$ cat src/rtl/rand_dispatcher_pkg.sv
// Shared types and helpers for the random-number dispatcher.
// Holds the FSM state encoding, the default widths and the rejection-mask helper.
package rand_dispatcher_pkg;

  localparam int RW_DEF = 20;
  localparam int OW_DEF = 10;

  typedef enum logic [0:0] {
    ST_IDLE = 1'b0,
    ST_WAIT = 1'b1
  } state_e;

  // Smallest all-ones mask 2^k-1 with 2^k >= lim (lim must be non-zero).
  function automatic logic [31:0] mask_for(input logic [32:0] lim);
    logic [32:0] m;
    logic [31:0] mask;
    m    = lim - 33'd1;
    mask = m[31:0];
    for (int i = 0; i < 5; i++) begin
      mask = mask | (mask >> (1 << i));
    end
    return mask;
  endfunction

endpackage

$ cat src/rtl/rand_dispatcher_rr_arbiter.sv
// Round-robin picker: one-hot selection of the first asserted request at or
// after ptr, wrapping around.
module rand_dispatcher_rr_arbiter #(
  parameter int NREQ = 4,
  parameter int PW   = 2
) (
  input  logic [NREQ-1:0] req,
  input  logic [PW-1:0]   ptr,
  output logic [NREQ-1:0] pick,
  output logic            any
);

  logic [PW-1:0] cand_s;
  logic          found_s;

  // Scan from ptr upward, taking the first requester found.
  always_comb begin
    pick    = '0;
    found_s = 1'b0;
    cand_s  = '0;
    for (int off = 0; off < NREQ; off++) begin
      cand_s = PW'((int'(ptr) + off) % NREQ);
      if (!found_s && req[cand_s]) begin
        pick[cand_s] = 1'b1;
        found_s      = 1'b1;
      end else begin
        found_s = found_s;
      end
    end
    any = |req;
  end

endmodule

$ cat src/rtl/rand_dispatcher.sv
// Shares the prng word stream among game requesters: round-robin grant, one
// draw per full LFSR refresh, rejection sampling into [0, limit).
module rand_dispatcher
  import rand_dispatcher_pkg::*;
#(
  parameter int NREQ   = 4,
  parameter int RW     = RW_DEF,
  parameter int OW     = OW_DEF,
  parameter int STRIDE = 20,
  parameter int MAXTRY = 8
) (
  input  logic               clk,
  input  logic               rst_n,
  input  logic               start,
  output logic               prng_seed,
  input  logic [RW-1:0]      prng_n,
  input  logic [NREQ-1:0]    req,
  input  logic [NREQ*OW-1:0] limit,
  output logic [NREQ-1:0]    gnt,
  output logic [OW-1:0]      rnd,
  output logic               busy
);

  localparam int PW = (NREQ > 1) ? $clog2(NREQ) : 1;
  localparam int SW = (STRIDE > 1) ? $clog2(STRIDE) : 1;
  localparam int TW = (MAXTRY > 1) ? $clog2(MAXTRY) : 1;
  localparam logic [SW-1:0] STRIDE_LAST = SW'(STRIDE - 1);
  localparam logic [TW-1:0] TRY_LAST    = TW'(MAXTRY - 1);
  localparam logic [PW-1:0] PTR_LAST    = PW'(NREQ - 1);

  state_e          state_q, state_d;
  logic            prng_seed_q, prng_seed_d;
  logic [SW-1:0]   stride_q, stride_d;
  logic [PW-1:0]   rr_ptr_q, rr_ptr_d;
  logic [TW-1:0]   try_q, try_d;
  logic [PW-1:0]   idx_q, idx_d;
  logic [OW:0]     lim_q, lim_d;
  logic [OW-1:0]   mask_q, mask_d;
  logic [NREQ-1:0] gnt_q, gnt_d;
  logic [OW-1:0]   rnd_q, rnd_d;
  logic            busy_q, busy_d;

  logic [NREQ-1:0] pick_s;
  logic            any_s;
  logic [PW-1:0]   pick_idx_s;
  logic [OW-1:0]   lim_raw_s;
  logic [OW:0]     lim_sel_s;
  logic [OW-1:0]   c_s;
  logic            accept_s;
  logic [OW-1:0]   fallback_s;
  logic [NREQ-1:0] grant_vec_s;
  logic            tick_s;
  logic            unused_prng_hi_s;

  rand_dispatcher_rr_arbiter #(
    .NREQ (NREQ),
    .PW   (PW)
  ) u_arb (
    .req  (req),
    .ptr  (rr_ptr_q),
    .pick (pick_s),
    .any  (any_s)
  );

  // Only the low OW bits of the LFSR word feed the draw.
  assign unused_prng_hi_s = ^prng_n[RW-1:OW];

  // Encode the one-hot pick and fetch that requester's range (0 means 2^OW).
  always_comb begin
    pick_idx_s = '0;
    lim_raw_s  = '0;
    for (int i = 0; i < NREQ; i++) begin
      if (pick_s[i]) begin
        pick_idx_s = PW'(i);
        lim_raw_s  = limit[i*OW +: OW];
      end else begin
        pick_idx_s = pick_idx_s;
      end
    end
    if (lim_raw_s == '0) begin
      lim_sel_s = {1'b1, {OW{1'b0}}};
    end else begin
      lim_sel_s = {1'b0, lim_raw_s};
    end
  end

  // Candidate from the current word; since c < 2*lim, c - lim is always in range.
  always_comb begin
    tick_s      = (stride_q == STRIDE_LAST);
    c_s         = prng_n[OW-1:0] & mask_q;
    accept_s    = ({1'b0, c_s} < lim_q);
    fallback_s  = OW'({1'b0, c_s} - lim_q);
    grant_vec_s = {{(NREQ-1){1'b0}}, 1'b1} << idx_q;
  end

  // Next-state logic for the dispatcher FSM and its side registers.
  always_comb begin
    state_d     = state_q;
    idx_d       = idx_q;
    lim_d       = lim_q;
    mask_d      = mask_q;
    rr_ptr_d    = rr_ptr_q;
    try_d       = try_q;
    rnd_d       = rnd_q;
    gnt_d       = '0;
    prng_seed_d = prng_seed_q | start;
    if (tick_s) begin
      stride_d = '0;
    end else begin
      stride_d = stride_q + SW'(1);
    end

    case (state_q)
      ST_IDLE: begin
        if (any_s) begin
          idx_d   = pick_idx_s;
          lim_d   = lim_sel_s;
          mask_d  = OW'(mask_for(33'(lim_sel_s)));
          try_d   = '0;
          state_d = ST_WAIT;
          if (pick_idx_s == PTR_LAST) begin
            rr_ptr_d = '0;
          end else begin
            rr_ptr_d = pick_idx_s + PW'(1);
          end
        end else begin
          state_d = ST_IDLE;
        end
      end
      ST_WAIT: begin
        // A requester that withdraws forfeits the draw without a grant.
        if (!req[idx_q]) begin
          state_d = ST_IDLE;
        end else if (tick_s) begin
          if (accept_s) begin
            rnd_d   = c_s;
            gnt_d   = grant_vec_s;
            state_d = ST_IDLE;
          end else if (try_q < TRY_LAST) begin
            try_d = try_q + TW'(1);
          end else begin
            rnd_d   = fallback_s;
            gnt_d   = grant_vec_s;
            state_d = ST_IDLE;
          end
        end else begin
          state_d = ST_WAIT;
        end
      end
      default: begin
        state_d = ST_IDLE;
      end
    endcase

    busy_d = (state_d == ST_WAIT);
  end

  // State and output registers.
  always_ff @(posedge clk or negedge rst_n) begin
    if (!rst_n) begin
      state_q     <= ST_IDLE;
      prng_seed_q <= 1'b0;
      stride_q    <= '0;
      rr_ptr_q    <= '0;
      try_q       <= '0;
      idx_q       <= '0;
      lim_q       <= '0;
      mask_q      <= '0;
      gnt_q       <= '0;
      rnd_q       <= '0;
      busy_q      <= 1'b0;
    end else begin
      state_q     <= state_d;
      prng_seed_q <= prng_seed_d;
      stride_q    <= stride_d;
      rr_ptr_q    <= rr_ptr_d;
      try_q       <= try_d;
      idx_q       <= idx_d;
      lim_q       <= lim_d;
      mask_q      <= mask_d;
      gnt_q       <= gnt_d;
      rnd_q       <= rnd_d;
      busy_q      <= busy_d;
    end
  end

  assign prng_seed = prng_seed_q;
  assign gnt       = gnt_q;
  assign rnd       = rnd_q;
  assign busy      = busy_q;

endmodule
$ cat config.mk
export PLATFORM = sky130hd
export DESIGN_NAME = rand_dispatcher
export DESIGN_NICKNAME = d
export VERILOG_FILES = /design/src/rtl/rand_dispatcher_pkg.sv /design/src/rtl/rand_dispatcher_rr_arbiter.sv /design/src/rtl/rand_dispatcher.sv
export SDC_FILE = /design/constraint.sdc
export NUM_CORES = 1
export LEC_CHECK = 0
export CAP_MARGIN = 25
export CORE_ASPECT_RATIO = 0.8
export CORE_MARGIN = 4
export CORE_UTILIZATION = 52
export CTS_BUF_LIST = sky130_fd_sc_hd__clkbuf_4 sky130_fd_sc_hd__clkbuf_8
export DETAILED_ROUTE_END_ITERATION = 7
export PLACE_DENSITY = 0.81
export SYNTH_ARGS = -nofsm -noshare
export SYNTH_HDL_FRONTEND = slang
export SYNTH_SLANG_ARGS = --single-unit
export TNS_END_PERCENT = 1
$ cat constraint.sdc
create_clock -name clk -period 4.9 [get_ports clk]
set_clock_uncertainty 0.05 [all_clocks]
set_input_delay 0.98 -clock clk [delete_from_list [all_inputs] [get_ports clk]]
set_output_delay 0.98 -clock clk [all_outputs]
set_load 0.005 [all_outputs]
==> results of run 1 <==
## stage by stage
step / setup WS [ps] / util, %
floorplan: 319 / -
global placement: -154 / 71.5
detailed placement: -236 / 71.5
CTS: 71.0 / 73.2
global route: -8.72 / 74.4
finish: 148 / 74.4
## cell usage in the layout (no fill, tap or decap), drive strengths merged, types with 5 or more instances in the layout
cell type / instances
ha: 20
clkdlybuf4s50: 68
o31ai: 6
a31oi: 7
nor3b: 7
nor2: 30
o22ai: 10
buf: 49
inv: 30
a21oi: 16
a221oi: 5
nand2: 38
nand3: 11
and2: 11
nor2b: 7
o211ai: 7
nor3: 7
xor2: 6
clkbuf: 5
dfrtp: 49
xnor2: 5
a2bb2oi: 8
a21boi: 5
a21o: 7
mux2i: 5
o21ai: 30
## how the worst max path moves through the flow
stage | slack, ps | end
detailed placement | -240 | mask_q[0]
floorplan | 320 | mask_q[0]
finish | 150 | mask_q[0]
global placement | -150 | mask_q[0]
global route | -9 | mask_q[1]
CTS | 70 | mask_q[0]
## critical path: stages
cell and delay, ps:
clkdlybuf4s50_1 600, and3b_1 210, o21ai_1 200, nand2_1 200, buf_4 200, a221o_1 370
buf_4 180, nor4_1 370, a211oi_2 120, nor4_2 390, mux2i_1 300, a2bb2oi_2 120
a2111oi_4 350, buf_4 200, a31oi_1 90
## area by class of cell
type	count	area (µm²)	area share, %
multi-input cells	308	2240	45.8
flip-flops and latches	49	1230	25.1
repair buffers	120	1100	22.4
inverters	29	109	2.23
well taps	84	105	2.15
clock buffers	5	68.8	1.41
clock inverters	3	43.8	0.895
## where the power goes
group | leakage, nW | switching (W) | total [W] | internal (W)
clock network | 0.0585 | 0.000147 | 0.000300 | 0.000153
logic | 1.49 | 0.00162 | 0.00303 | 0.00141
registers | 0.592 | 0.0000776 | 0.000609 | 0.000532
total | 2.15 | 0.00184 | 0.00394 | 0.00209
## per-layer routing
layer / vias up / part of all wire (%) / track usage (%)
li1: 1695 / - / -
met1: 1721 / 46 / 35.5
met2: 151 / 46 / 40.5
met3: 11 / 7.0 / 3.11
met4: 0 / 0.86 / 4.91
met5: - / 0 / 0
## cell families (layout without fill, tap and decap cells)
| logic type | Yosys count | in the layout | synth area share (%) |
|---|---|---|---|
| flops | 49 | 49 | 33.8 |
| compound gates | 129 | 129 | 26.9 |
| simple gates | 138 | 138 | 19.9 |
| mux | 9 | 9 | 3.55 |
| buf+inv | 45 | 157 | 5.79 |
| xor+xnor | 11 | 11 | 2.65 |
| fa+ha+maj | 21 | 21 | 7.44 |
## state kept, by name (all words and copies together), names as in the netlist
register / cells
lim_q: 11
mask_q: 10
rnd: 10
stride_q: 5
gnt: 4
try_q: 3
idx_q: 2
rr_ptr_q: 2
busy: 1
prng_seed: 1
## synthesized netlist by cell type, types with 5 or more instances
cell       instances  share of area [%]
a21o_1             7                1.4
a21oi_1           15                2.1
a2bb2oi_1          7                1.7
a31oi_1            6                1.0
and2_1            11                1.9
buf_6              5                1.6
clkbuf_1           7               0.72
dfrtp_1           49                 34
ha_1              20                6.9
inv_1             29                3.0
mux2i_1            5                1.4
nand2_1           38                3.9
nand3_1           11                1.5
nor2_1            30                3.1
nor2b_1            7                1.2
nor3_1             6               0.83
nor3b_1            7                1.4
o211ai_1           7                1.4
o21ai_0           27                3.7
o22ai_1           10                1.7
o31ai_1            5                1.0
xnor2_1            5                1.2
xor2_1             6                1.4
## timing repair
item	CTS	global route
hold buffers	0	0
resized for setup	0	11
buffers inserted	0	1
endpoints found under the setup margin	0	7
==> metrics.md, run 1 <==
| Metric | Value |
|---|---|
| Run status | `finished, final reports clean` |
| Average wire per standard cell | `16.5 µm` |
| Hold Path End | `stride_q[0]` |
| Die H | `82.7 µm` |
| Worst reg2reg startpoint | `rr_ptr_q[1]` |
| Port Buffers | `72` |
| Via count | `3,578` |
| DR pass1 iterations | `5` |
| Syn Nets | `490` |
| Routability cong. | `0.979` |
| Antenna violations before repair | `0` |
| Total CTS buffers | `5` |
| Clk Tree Root Cell | `clkbuf_8` |
| VDD IR-drop max | `0.788 mV` |
| Reg2reg path depth | `15` |
| Largest net degree at the start of global routing | `50` |
| Yosys reg bits | `49` |
| Setup crit start kind | `primary input` |
| Final Slew Violations | `0` |
| Initial core utilization | `55.3%` |
| Pleak | `2.15 nW` |
| CP Capture Type | `flip-flop` |
| CORE AREA | `6570 µm²` |
| Worst-path fanout max | `7` |
| Min-Delay Path Class | `reg2reg` |
| Vias/cell | `5.98` |
| CP arrival | `4890 ps` |
| Post-synthesis sequential area ratio | `33.8%` |
| Final std cells w/o fill | `598` |
| Die area | `8390 µm²` |
| Crit path from | `req[3]` |
| Die span in x | `101 µm` |
| Synth Instances | `402` |
| Yosys cell types | `68` |
| Synth Area per Inst | `9.03 µm²` |
| Num rows | `26` |
| First-pass GRT wire length | `16,400 µm` |
| Synth warnings | `0` |
| Power Dens Cells | `805 nW/µm²` |
| WS Path Type | `in2reg` |
| Number of flops mapped to enable cells by yosys | `0` |
| Final hold vios | `0` |
| Hold Crit Depth | `1` |
| Setup violations, final | `0` |
| CTS tree | `built` |
| Hold_sp | `stride_q[0]` |
| Antenna diodes | `0` |
| # DRC | `0` |
| DRT iter0 DRCs | `230` |
| Worst-margin pin slew | `784 ps` |
| # IOs | `83` |
| Post-synthesis async set-or-reset flop share | `100%` |
| Ratio of cells with drive above 1 in the final layout | `16.7%` |
| Setup TNS | `0 ps` |
| Gr usage total | `24.8%` |
| Fill count | `478` |
| Detail Route Antenna Nets | `0` |
| Max-Cap Viols | `0` |
| Required time of the critical path | `5040 ps` |
| R2r setup slk | `370 ps` |
| CTS sink count | `49` |
| Rel. slew slack | `47.1%` |
| Post-DP HPWL | `7620 µm` |
| Final hold slack | `417 ps` |
| Final #Nets | `601` |
| Clock buffer depth | `2` |
| Area Growth Syn to Fin | `34.7%` |
| Design Area, Final | `4890 µm²` |
| Final Cycle Share | `97.0%` |
| Period minus WS final | `4750 ps` |
| WL final | `9850 µm` |
| Vias in the first global route | `3,503` |
| Max frequency | `0.210 GHz` |
| Ys flop type | `dfrtp_1` |
| Clk slew on worst S/H paths | `100 ps` |
| Clock Latency Late Sink | `310 ps` |
| Synthesized cell area | `3630 µm²` |
| Dpl cells | `588` |
| Power Total | `0.00394 W` |
| Placed Instance Area | `4700 µm²` |
| Reg2reg end | `mask_q[0]` |
| H-tree Lvls | `2` |
| Grt ovf | `0` |
Note: power is estimated with default switching activity, not from simulation.
==> run 2, diff against run 1 <==
- GPL_ROUTABILITY_DRIVEN: unset -> 0
==> run 2 against run 1 <==
Core utilization increased by 0.11 points. Total power increased by 0.85%. Global-route usage increased by 0.54 points. Maximum frequency increased by 1.0%. Flip-flop and latch count unchanged. Clock-buffer cell count increased by 1. Sequential share of layout area about the same. Worst setup slack improved by 47 ps. Die area unchanged. Combinational power increased by 2%.
==> metrics.md, run 2 (synthesized netlist as in run 1, its figures left out) <==
| Metric | Value |
|---|---|
| Run status | `finished, final reports clean` |
| Most frequent cells in the layout | `68 x clkdlybuf4s50_1, 49 x dfrtp_1, 48 x buf_4` |
| CTS sink count | `49 (unchanged)` |
| Final Slew Violations | `0 (unchanged)` |
| Post-layout util | `74.5% (+0.11 points)` |
| Total CTS buffers | `5 (unchanged)` |
| Post-CTS sizing | `0 (unchanged)` |
| Port Buffers | `72 (unchanged)` |
| Vias in the first global route | `3,544 (+1.2%)` |
| Area Growth Syn to Fin | `34.9%` |
| Hold_sp | `prng_seed` |
| Largest net degree at the start of global routing | `50 (unchanged)` |
| CORE AREA | `6570 µm² (unchanged)` |
| Hold Crit Depth | `1 (unchanged)` |
| Crit path from | `req[2]` |
| Family with the most delay on the worst path | `compound AO/OA/AOI/OAI gates` |
| Rel. slew slack | `48.9% (+1.9 points)` |
| Period minus WS final | `4700 ps (-47.2 ps)` |
| Clk slew on worst S/H paths | `90 ps (about the same)` |
| VDD IR-drop max | `0.744 mV (-5.7%)` |
| Cell breakdown of the critical path | `clkdlybuf4s50_1, buf_4, and3b_1, o21ai_0, nand2_2, a221o_1, a21oi_1, a31oi_1, inv_1, ha_1, o211ai_1, or3_4, o31ai_4, nand4b_4, a2111oi_4, buf_4, a31oi_1` |
| Reg2reg end | `mask_q[1]` |
| Final Cycle Share | `96.0% (-0.96 points)` |
| Ratio of cells with drive above 1 in the final layout | `17.5% (+0.74 points)` |
| Die area | `8390 µm² (unchanged)` |
| Worst-path fanout max | `6 (-1)` |
| Most common cell after layout, fill and taps aside | `clkdlybuf4s50_1` |
| Final #Nets | `602 (+0.17%)` |
| Via count | `3,605 (+0.75%)` |
| Power Total | `0.00397 W (+0.85%)` |
| Hold Path End | `prng_seed` |
| Min-Delay Path Class | `reg2reg` |
| Worst reg2reg startpoint | `rr_ptr_q[1]` |
| Reg with most FFs | `lim_q` |
| Antenna violations before repair | `0 (unchanged)` |
| Power Dens Cells | `810 nW/µm² (+0.70%)` |
| First-pass GRT wire length | `16,700 µm (+1.8%)` |
| CP Capture Type | `flip-flop` |
| Setup violations, final | `0 (unchanged)` |
| # IOs | `83 (unchanged)` |
| Design Area, Final | `4900 µm² (+0.15%)` |
| Post-DP HPWL | `7910 µm (+3.9%)` |
| Clk Tree Root Cell | `clkbuf_8` |
| Setup crit start kind | `primary input` |
| Placed Instance Area | `4710 µm² (+0.32%)` |
| Post-CTS Setup Inserts | `0 (unchanged)` |
| DR pass1 iterations | `5 (unchanged)` |
| WL final | `10,300 µm (+4.8%)` |
| Die H | `82.7 µm (unchanged)` |
| Post-CTS Hold Fix Bufs | `0 (unchanged)` |
| CP arrival | `4850 ps (-40 ps)` |
| Pleak | `2.15 nW (+0.37%)` |
| Num rows | `26 (unchanged)` |
| # DRC | `0 (unchanged)` |
| Gr usage total | `25.3% (+0.54 points)` |
| Clock buffer depth | `2 (unchanged)` |
| Max reg flops | `11 (unchanged)` |
| Final hold vios | `0 (unchanged)` |
| Worst-margin pin slew | `756 ps (-27.5 ps)` |
| Max stage delay cell, worst path | `clkdlybuf4s50_1` |
| Antenna diodes | `0 (unchanged)` |
| Clock Latency Late Sink | `310 ps (about the same)` |
| H-tree Lvls | `2 (unchanged)` |
| Required time of the critical path | `5040 ps (about the same)` |
| Die span in x | `101 µm (unchanged)` |
| DRT iter0 DRCs | `197 (-14%)` |
| CTS tree | `built` |
| Max frequency | `0.213 GHz (+1.0%)` |
| Critical Path Max Stage Delay | `480 ps (-120 ps)` |
| Vias/cell | `6.02 (+0.59%)` |
| Average wire per standard cell | `17.2 µm (+4.6%)` |
| R2r setup slk | `350 ps (-20 ps)` |
| WS Path Type | `in2reg` |
| Max-Cap Viols | `0 (unchanged)` |
| WP buf/inv | `4 (unchanged)` |
| Detail Route Antenna Nets | `0 (unchanged)` |
| Reg2reg path depth | `17 (+2)` |
| Initial core utilization | `55.3% (unchanged)` |
| Grt ovf | `0 (unchanged)` |
run 2: cell types whose count changed in the layout (fill, tap and decap cells not counted):
cell       previous run  this run
buf_4                47        48
bufinv_16             1         0
clkbuf_4              0         1
nand2_1              38        37
nand2_2               0         1
o21ai_0              26        27
o21ai_1               4         2
o21ai_2               0         1
o31ai_1               5         4
o31ai_2               0         1
o41ai_2               1         0
o41ai_4               0         1
run 2: routing by layer:
metal / vias up / track usage [%] / part of all wire [%]
met2: 154 / 43.0 / 47
met4: 0 / 6.77 / 2.2
met1: 1719 / 33.4 / 44
met3: 30 / 4.62 / 6.7
met5: - / 0 / 0
li1: 1702 / - / -
run 2: final cells by class:
| type | instances | area [µm²] |
|---|---|---|
| Clock inverter | 2 | 13.8 |
| Timing Repair Buffer | 121 | 1100 |
| Fill cell | 487 | 1670 |
| Clock buffer | 6 | 76.3 |
| Multi-Input combinational cell | 308 | 2260 |
| Tap cell | 84 | 105 |
| Sequential cell | 49 | 1230 |
| Inverter | 29 | 109 |
run 2: worst max-delay path by stage:
stage	to	cells past startpoint
finish	mask_q[1]	17
global route	mask_q[1]	17
CTS	mask_q[1]	17
detailed placement	mask_q[1]	17
global placement	mask_q[0]	16
floorplan	mask_q[0]	16
run 2: report_power, final:
part | switching [W] | leakage, nW | internal (W) | total, W
Sequential | 0.0000821 | 0.592 | 0.000532 | 0.000614
Clock | 0.000144 | 0.0490 | 0.000108 | 0.000252
Combinational | 0.00167 | 1.51 | 0.00143 | 0.00310
run 2: through the flow:
step | setup slack [ps] | setup TNS (ps) | hold slack (ps) | cells
3_5_place_dp | -269 | -1500 | 419 | 590
6_report | 195 | 0 | 433 | 599
4_1_cts | 22.4 | 0 | 441 | 598
2_1_floorplan | 319 | 0 | 383 | 402
3_3_place_gp | -112 | -469 | 396 | 590
5_1_grt | -34.0 | -58.4 | 454 | 599
==> run 3, diff against run 2 <==
- CORE_UTILIZATION: 52 -> 51
- CTS_BUF_LIST: sky130_fd_sc_hd__clkbuf_4 sky130_fd_sc_hd__clkbuf_8 -> sky130_fd_sc_hd__clkbuf_16
- PLACE_DENSITY: 0.81 -> 0.8
- RECOVER_POWER: unset -> 25
- SETUP_SLACK_MARGIN: unset -> 0.5
==> run 3 against run 2 <==
The flow now finishes with violations (max-capacitance violations, max-slew violations). Global-route usage down 0.90 points. Combinational power up 8.7%. Clock-buffer cell count down 1. Final cell count up 2.2%. Clock power up 35%. Hold slack worse by 22 ps. First-iteration DRC count up 12%. Via count up 2.7%. Wire length up 1.4%. Die area up 1.8%. Flip-flop and latch count unchanged. Worst setup slack better by 250 ps. Highest routed layer unchanged.
==> metrics.md, run 3 (synthesized netlist as in run 1, its figures left out) <==
| Metric | Value |
|---|---|
| Internal cell power | `0.00231 W (+12%)` |
| Antenna violations before repair | `0 (unchanged)` |
| Setup violations, final | `0 (unchanged)` |
| CTS tree | `built` |
| Die H | `83.5 µm (+0.88%)` |
| Antenna diodes | `0 (unchanged)` |
| FF+latch area | `1230 µm² (+0.10%)` |
| Power Dens Cells | `852 nW/µm² (+5.2%)` |
| Required time of the critical path | `5010 ps (-30 ps)` |
| Die area | `8540 µm² (+1.8%)` |
| Final Slew Violations | `34 (+34)` |
| Vias/cell | `6.05 (+0.56%)` |
| Max-Cap Viols | `1 (+1)` |
| WS Path Type | `in2reg` |
| Port Buffers | `72 (unchanged)` |
| CP arrival | `4570 ps (-280 ps)` |
| Min-Delay Path Class | `reg2reg` |
| Total CTS buffers | `5 (unchanged)` |
| Post-layout util | `73.6% (-0.90 points)` |
| Post-CTS Hold Fix Bufs | `0 (unchanged)` |
| Clock Latency Late Sink | `290 ps (-20 ps)` |
| R2r setup slk | `520 ps (+170 ps)` |
| Fill count | `501 (+2.9%)` |
| CP Capture Type | `flip-flop` |
| Average wire per standard cell | `17.1 µm (-0.74%)` |
| Die span in x | `102 µm (+0.90%)` |
| Rel. slew slack | `-14.5% (-63 points)` |
| Clk slew on worst S/H paths | `70 ps (-20 ps)` |
| Max reg flops | `11 (unchanged)` |
| Comb power frac | `78.0% (-0.2 points)` |
| Via count | `3,704 (+2.7%)` |
| Failing checks | `max-capacitance violations, max-slew violations` |
| # IOs | `83 (unchanged)` |
| Run status | `finished, violations left` |
| VDD IR-drop max | `0.747 mV (+0.37%)` |
| Largest net degree at the start of global routing | `34 (-32%)` |
| Grt ovf | `0 (unchanged)` |
| Initial core utilization | `52.7% (-2.6 points)` |
| Most common cell after layout, fill and taps aside | `clkdlybuf4s50_1` |
| Final hold vios | `0 (unchanged)` |
| Reg power frac | `14.2% (-1.3 points)` |
| CORE AREA | `6890 µm² (+4.9%)` |
| Post-DP HPWL | `8010 µm (+1.2%)` |
| Clock buffer depth | `2 (unchanged)` |
| # DRC | `0 (unchanged)` |
| Max frequency | `0.224 GHz (+5.6%)` |
| WL final | `10,500 µm (+1.4%)` |
| DRT iter0 DRCs | `220 (+12%)` |
| Unrepaired setup endpoints after global routing | `yes` |
| Pleak | `2.19 nW (+1.6%)` |
| Power Total | `0.00432 W (+8.9%)` |
| Area Growth Syn to Fin | `39.8%` |
| Clk Tree Root Cell | `clkbuf_16` |
| Gr usage total | `24.4% (-0.90 points)` |
| Reg with most FFs | `lim_q` |
| Num rows | `27 (+3.8%)` |
| Worst-margin pin slew | `1720 ps (+961 ps)` |
| Sw frac | `46.6% (-1.2 points)` |
| Clock share of power | `7.8% (+1.5 points)` |
| Most frequent cells in the layout | `67 x clkdlybuf4s50_1, 57 x buf_4, 48 x dfrtp_1` |
| Setup crit start kind | `primary input` |
| First-pass GRT wire length | `16,900 µm (+1.2%)` |
| Ratio of cells with drive above 1 in the final layout | `20.8% (+3.3 points)` |
| CTS sink count | `49 (unchanged)` |
| Worst-path fanout max | `6 (unchanged)` |
| Vias in the first global route | `3,677 (+3.8%)` |
| Switching power total | `0.00202 W (+6.2%)` |
| Detail Route Antenna Nets | `0 (unchanged)` |
| Final #Nets | `612 (+1.7%)` |
| DR pass1 iterations | `5 (unchanged)` |
| Period minus WS final | `4460 ps (-250 ps)` |
| Multi-input logic area | `2330 µm² (+2.8%)` |
| Final Cycle Share | `90.9% (-5.1 points)` |
| H-tree Lvls | `2 (unchanged)` |
## run 3: changes by cell type in the layout (fill, tap and decap cells not counted), sizes merged
cell           previous run  this run
buf                      50        59
clkbuf                    6         7
clkdlybuf4s15             0         3
clkdlybuf4s50            68        67
clkinvlp                  0         1
dlymetal6s2s              3         0
## run 3: power by group through the flow
stage	combinational [W]	clock (W)	sequential, W
finish	0.00337	0.000339	0.000615
global route	0.00363	0.000365	0.000628
CTS	0.00321	0.000344	0.000615
detailed placement	0.00296	0	0.000621
global placement	0.00285	0	0.000614
floorplan	0.00198	0	0.000608
## run 3: worst paths after layout
path                        startpoint     endpoint  cells after the start
min                        stride_q[0]  stride_q[0]                      1
max reg2reg                rr_ptr_q[1]    mask_q[0]                     16
max in group asynchronous        rst_n  rr_ptr_q[1]                      2
min reg2reg                stride_q[0]  stride_q[0]                      1
min in group asynchronous        rst_n  stride_q[3]                      1
max                             req[2]    mask_q[0]                     15
## run 3: metal layers
| metal | global-route usage (%) | wire length [µm] |
|---|---|---|
| met3 | 4.01 | 692 |
| met5 | 0 | 0 |
| met2 | 39.0 | 4870 |
| met1 | 33.4 | 4620 |
| met4 | 8.34 | 280 |
## run 3: through the flow
step	TNS (ps)	std cells	hold WS [ps]	cell area (µm²)	setup WS (ps)
after floorplan	0	402	383	3670	447
after global placement	-94.9	590	398	4730	-32.3
after detailed placement	-713	591	403	4750	-153
after CTS	0	607	412	5040	503
after global routing	0	612	432	5070	251
final	0	612	411	5070	445
## run 3: layout make-up
class	instances	share of cell area (%)
Sequential cell	49	24.2
Tap cell	87	2.14
Clock buffer	5	2.47
Timing Repair Buffer	131	22.8
Clock inverter	3	0.345
Inverter	29	2.22
Multi-Input combinational cell	308	45.9
## run 3: critical path, stage by stage
cell and delay (ps):
clkdlybuf4s15_1 230, mux4_2 610, and3_4 250, or3_4 390, buf_4 170, buf_4 150
o311a_1 350, o211ai_1 190, buf_4 160, nor4_4 40, mux2i_1 300, a2bb2oi_4 110
a2111oi_4 340, buf_4 190, a31oi_1 80
## run 3: timing repair
action	CTS	global route
setup buffers	8	5
endpoints found under the setup margin	10	9
hold endpoints to repair	0	0
pin swaps	8	3
resized for setup	29	4
==> edit 1: new RTL, settings of run 1 <==
`NREQ` is set to 4 in 2 places; all go to 8.
--- a/src/rtl/rand_dispatcher_rr_arbiter.sv
+++ b/src/rtl/rand_dispatcher_rr_arbiter.sv
@@ -2,5 +2,5 @@
 // after ptr, wrapping around.
 module rand_dispatcher_rr_arbiter #(
-  parameter int NREQ = 4,
+  parameter int NREQ = 8,
   parameter int PW   = 2
 ) (
--- a/src/rtl/rand_dispatcher.sv
+++ b/src/rtl/rand_dispatcher.sv
@@ -4,5 +4,5 @@
   import rand_dispatcher_pkg::*;
 #(
-  parameter int NREQ   = 4,
+  parameter int NREQ   = 8,
   parameter int RW     = RW_DEF,
   parameter int OW     = OW_DEF,
Interface: changed (resized gnt, limit and req); port bits go from 83 to 131. The function was not compared with the original's and may differ.
==> edit 1 against run 1 <==
The flow now finishes with violations (setup timing). Non-clock buffer count up 171. Total power up 83%. Global-route usage grew 9.9 points. Worst setup slack worse by 340 ps. Sequential cell count is 6 higher. Synthesized area grew 50%. Routed wire length rose by 130%. Critical path depth increased by 4. Cell area increased by 75%. Sequential share of layout area decreased by 9.0 points. Combinational power increased by 100%.
==> edit 1: results (changes against run 1) <==
status finished, violations left; failing checks setup timing; sequential cell area fraction in the yosys report 25.3% (-8.4 points); Net Count, Synth 772 (+58%); pin count of the biggest net entering global routing 56 (+12%); cell count of the worst reg-to-reg path 19 (+4); internal power 0.00365 W (+74%); relative slew slack 49.0% (+2.0 points); delay-heaviest family, CP simple AND/OR/NAND/NOR gates; most frequent cells after synthesis 57 x nand2_1, 56 x nor2_1, 55 x dfrtp_1, 38 x inv_1, 37 x a21oi_1; Setup Total Neg Slack -1310 ps (-1310 ps); Initial DRC Count 855 (+270%); leakage power 3.56 nW (+66%); total number of vias 6,655 (+86%); WL met1 9.15 mm (+100%); placed instance area 0.00776 mm^2 (+65%); worst reg2reg path startpoint rr_ptr_q[0]$_DFFE_PN0P_; worst setup margin -197 ps (-345 ps); WP data arrival 5230 ps (+340 ps); highest metal used met5; reg2reg setup slack -170 ps (-540 ps); share of cells above drive strength 1 34.0% (+17 points); # setup viols final 9 (+9); total track usage 34.7% (+9.9 points); first-pass GRT wire length 33.7 mm (+110%); worst setup path endpoint mask_q[1]$_DFFE_PN0P_; GPL Wtd Cong 0.990 (+1.1%); VDD IR max 577 uV (-27%); initial antenna violation count 1 (+1); unique cell type count in the Yosys netlist 87 (+28%); met3 wire length 2.10 mm (+200%)
edit 1: cell types whose count changed after synthesis, sizes merged, moves of 7 or more:
cell,change
mux2,+15
buf,+12
mux4,+8
inv,+9
nand2,+19
nand4,+10
a21oi,+21
nor2,+27
mux2i,+21
a2bb2oi,-7
clkbuf,+15
o221ai,+9
edit 1: logic make-up (layout without fill, tap and decap cells):
group / Yosys count / after routing / share of synthesized area, %
AOI/OAI and AO/OA: 184 / 184 / 25.3
xor gates and xnor gates: 15 / 15 / 2.42
adders and majority gates: 23 / 23 / 5.44
buffers and inverters: 81 / 337 / 6.57
DFF: 55 / 55 / 25.3
muxes: 53 / 54 / 12.7
and+or+nand+nor: 227 / 227 / 22.2
edit 1: final cells by class:
| class | count | area [um^2] |
|---|---|---|
| clock buffer | 5 | 68.8 |
| clock inverter | 3 | 23.8 |
| fill | 641 | 1680 |
| inverter | 38 | 143 |
| multi-input combinational | 503 | 4250 |
| sequential | 55 | 1380 |
| tap | 140 | 175 |
| timing repair buffer | 291 | 2520 |
edit 1: through the flow:
step | cells | setup slack, ps
after global placement | 1001 | -885
after global routing | 1035 | -415
after floorplan | 638 | -300
final | 1035 | -197
after CTS | 1027 | -195
after detailed placement | 1001 | -1100
edit 1: worst min-delay path by stage:
stage	start	to	slack, ps
after floorplan	stride_q[0]$_DFF_PN0_	stride_q[0]$_DFF_PN0_	380
after global placement	stride_q[0]$_DFF_PN0_	stride_q[0]$_DFF_PN0_	390
after detailed placement	stride_q[0]$_DFF_PN0_	stride_q[0]$_DFF_PN0_	410
after CTS	stride_q[0]$_DFF_PN0_	stride_q[0]$_DFF_PN0_	420
after global routing	lim_q[4]$_DFFE_PN0P_	lim_q[4]$_DFFE_PN0P_	470
final	stride_q[0]$_DFF_PN0_	stride_q[0]$_DFF_PN0_	450
edit 1: metal layers:
metal | vias up | global-route usage [%]
met5 | - | 0
met4 | 2 | 11.9
met3 | 97 | 6.31
met2 | 460 | 57.1
met1 | 3153 | 46.1
li1 | 2943 | -
edit 1: timing repair:
action | 4_1_cts | 5_1_grt
endpoints found under the hold margin | 0 | 0
pin swaps | 22 | 24
gates resized for setup | 84 | 48
buffers inserted | 17 | 7
setup endpoints to repair | 13 | 24
cloned | 1 | 1
hold buffers | 0 | 0
edit 1: power groups by stage:
stage / logic (W) / clock network, W / registers, W
after floorplan: 0.00305 / 0 / 0.000670
after global placement: 0.00495 / 0 / 0.000711
after detailed placement: 0.00511 / 0 / 0.000720
after CTS: 0.00558 / 0.000260 / 0.000714
after global routing: 0.00658 / 0.000276 / 0.000740
final: 0.00621 / 0.000261 / 0.000725
==> edit 2: new RTL, settings of run 1 <==
Without the edit above. Make the reset (`rst_n`) synchronous in one clocked block.
--- a/src/rtl/rand_dispatcher.sv
+++ b/src/rtl/rand_dispatcher.sv
@@ -157,5 +157,5 @@
 
   // State and output registers.
-  always_ff @(posedge clk or negedge rst_n) begin
+  always_ff @(posedge clk) begin
     if (!rst_n) begin
       state_q     <= ST_IDLE;
Behaviour: differs if rst_n is asserted again (counterexample within 4 cycles, from zero or initial values and one cycle with rst_n low); with rst_n held inactive, the same outputs for 4 cycles.
==> edit 2 against run 1 <==
Routed wire length is 1.9% lower. Synthesized area is 0.96% lower. Critical path depth is 1 lower. Worst setup slack better by 42 ps. Cell area is 5.5% lower. Non-clock buffer count is 18 lower. Combinational power is 21% lower. Worst hold slack worse by 3.5 ps. Sequential cell count stayed put. Total power is 20% lower.
==> edit 2: results (changes against run 1) <==
status completed; top cells by area, synth dfxtp_1 27%, ha_1 7.0%, nor2_1 4.8%; largest area contributor in the netlist dfxtp_1; hold_sp stride_q[0]$_SDFF_PP0_; Power Clock 0.000245 W (-18%); sequential cell area fraction in the yosys report 27.3% (-6.5 points); Hold EP stride_q[0]$_SDFF_PP0_; mux contribution to synthesized area 7.34% (+3.8 points); placed instance area 0.00450 mm^2 (-4.2%); most frequent cells after synthesis 49 x dfxtp_1, 46 x nor2_1, 39 x nand2_1, 33 x o21ai_0, 24 x inv_1; dpl hpwl 7.48 mm (-1.8%); Crit Reg-Reg Endpoint mask_q[0]$_SDFFE_PN0P_; sequential share of cell area 21.2% (-3.9 points); met3 usage 4.03% (+0.92 points); Synth async-reset ratio 0% (-100 points); number of global-route vias before repair 3,365 (-3.9%); reg2reg setup slack 420 ps (+50 ps); first-pass GRT wire length 15.8 mm (-4.0%); VDD IR max 564 uV (-28%); WL met1 4.50 mm (-0.73%); M1 GR Usage 32.9% (-2.6 points); actual slew at the worst max-slew pin 914 ps (+131 ps); GPL Wtd Cong 0.877 (-10%); WP data arrival 4860 ps (-30 ps); delay-heaviest family, CP simple AND/OR/NAND/NOR gates; met3 wire length 690 um (-0.58%); adder-cell area share of the yosys netlist 7.52% (+0.073 points); comb_multi_in 334 (+8.4%); Non-clk bufs 102 (-15%); total track usage 23.4% (-1.4 points); Inverters 24 (-17%); leakage power 1.78 nW (-17%)
## edit 2: stage by stage
step / TNS (ps) / instances / worst slack [ps] / total power, W / hold WS [ps]
after floorplan: 0 / 430 / 125 / 0.00220 / 368
after global placement: -116 / 589 / -59.2 / 0.00276 / 383
after detailed placement: -365 / 589 / -148 / 0.00282 / 396
after CTS: 0 / 597 / 185 / 0.00308 / 406
after global routing: 0 / 601 / 26.5 / 0.00340 / 427
final: 0 / 601 / 190 / 0.00315 / 413
## edit 2: worst max-delay path by stage
stage	slack, ps	startpoint	to	cells past startpoint
final	190	req[0]	mask_q[0]$_SDFFE_PN0P_	14
after global routing	30	req[1]	mask_q[0]$_SDFFE_PN0P_	14
after CTS	190	req[3]	mask_q[0]$_SDFFE_PN0P_	14
after detailed placement	-150	req[2]	mask_q[1]$_SDFFE_PN0P_	14
after global placement	-60	req[0]	mask_q[1]$_SDFFE_PN0P_	14
after floorplan	120	req[2]	mask_q[0]$_SDFFE_PN0P_	16
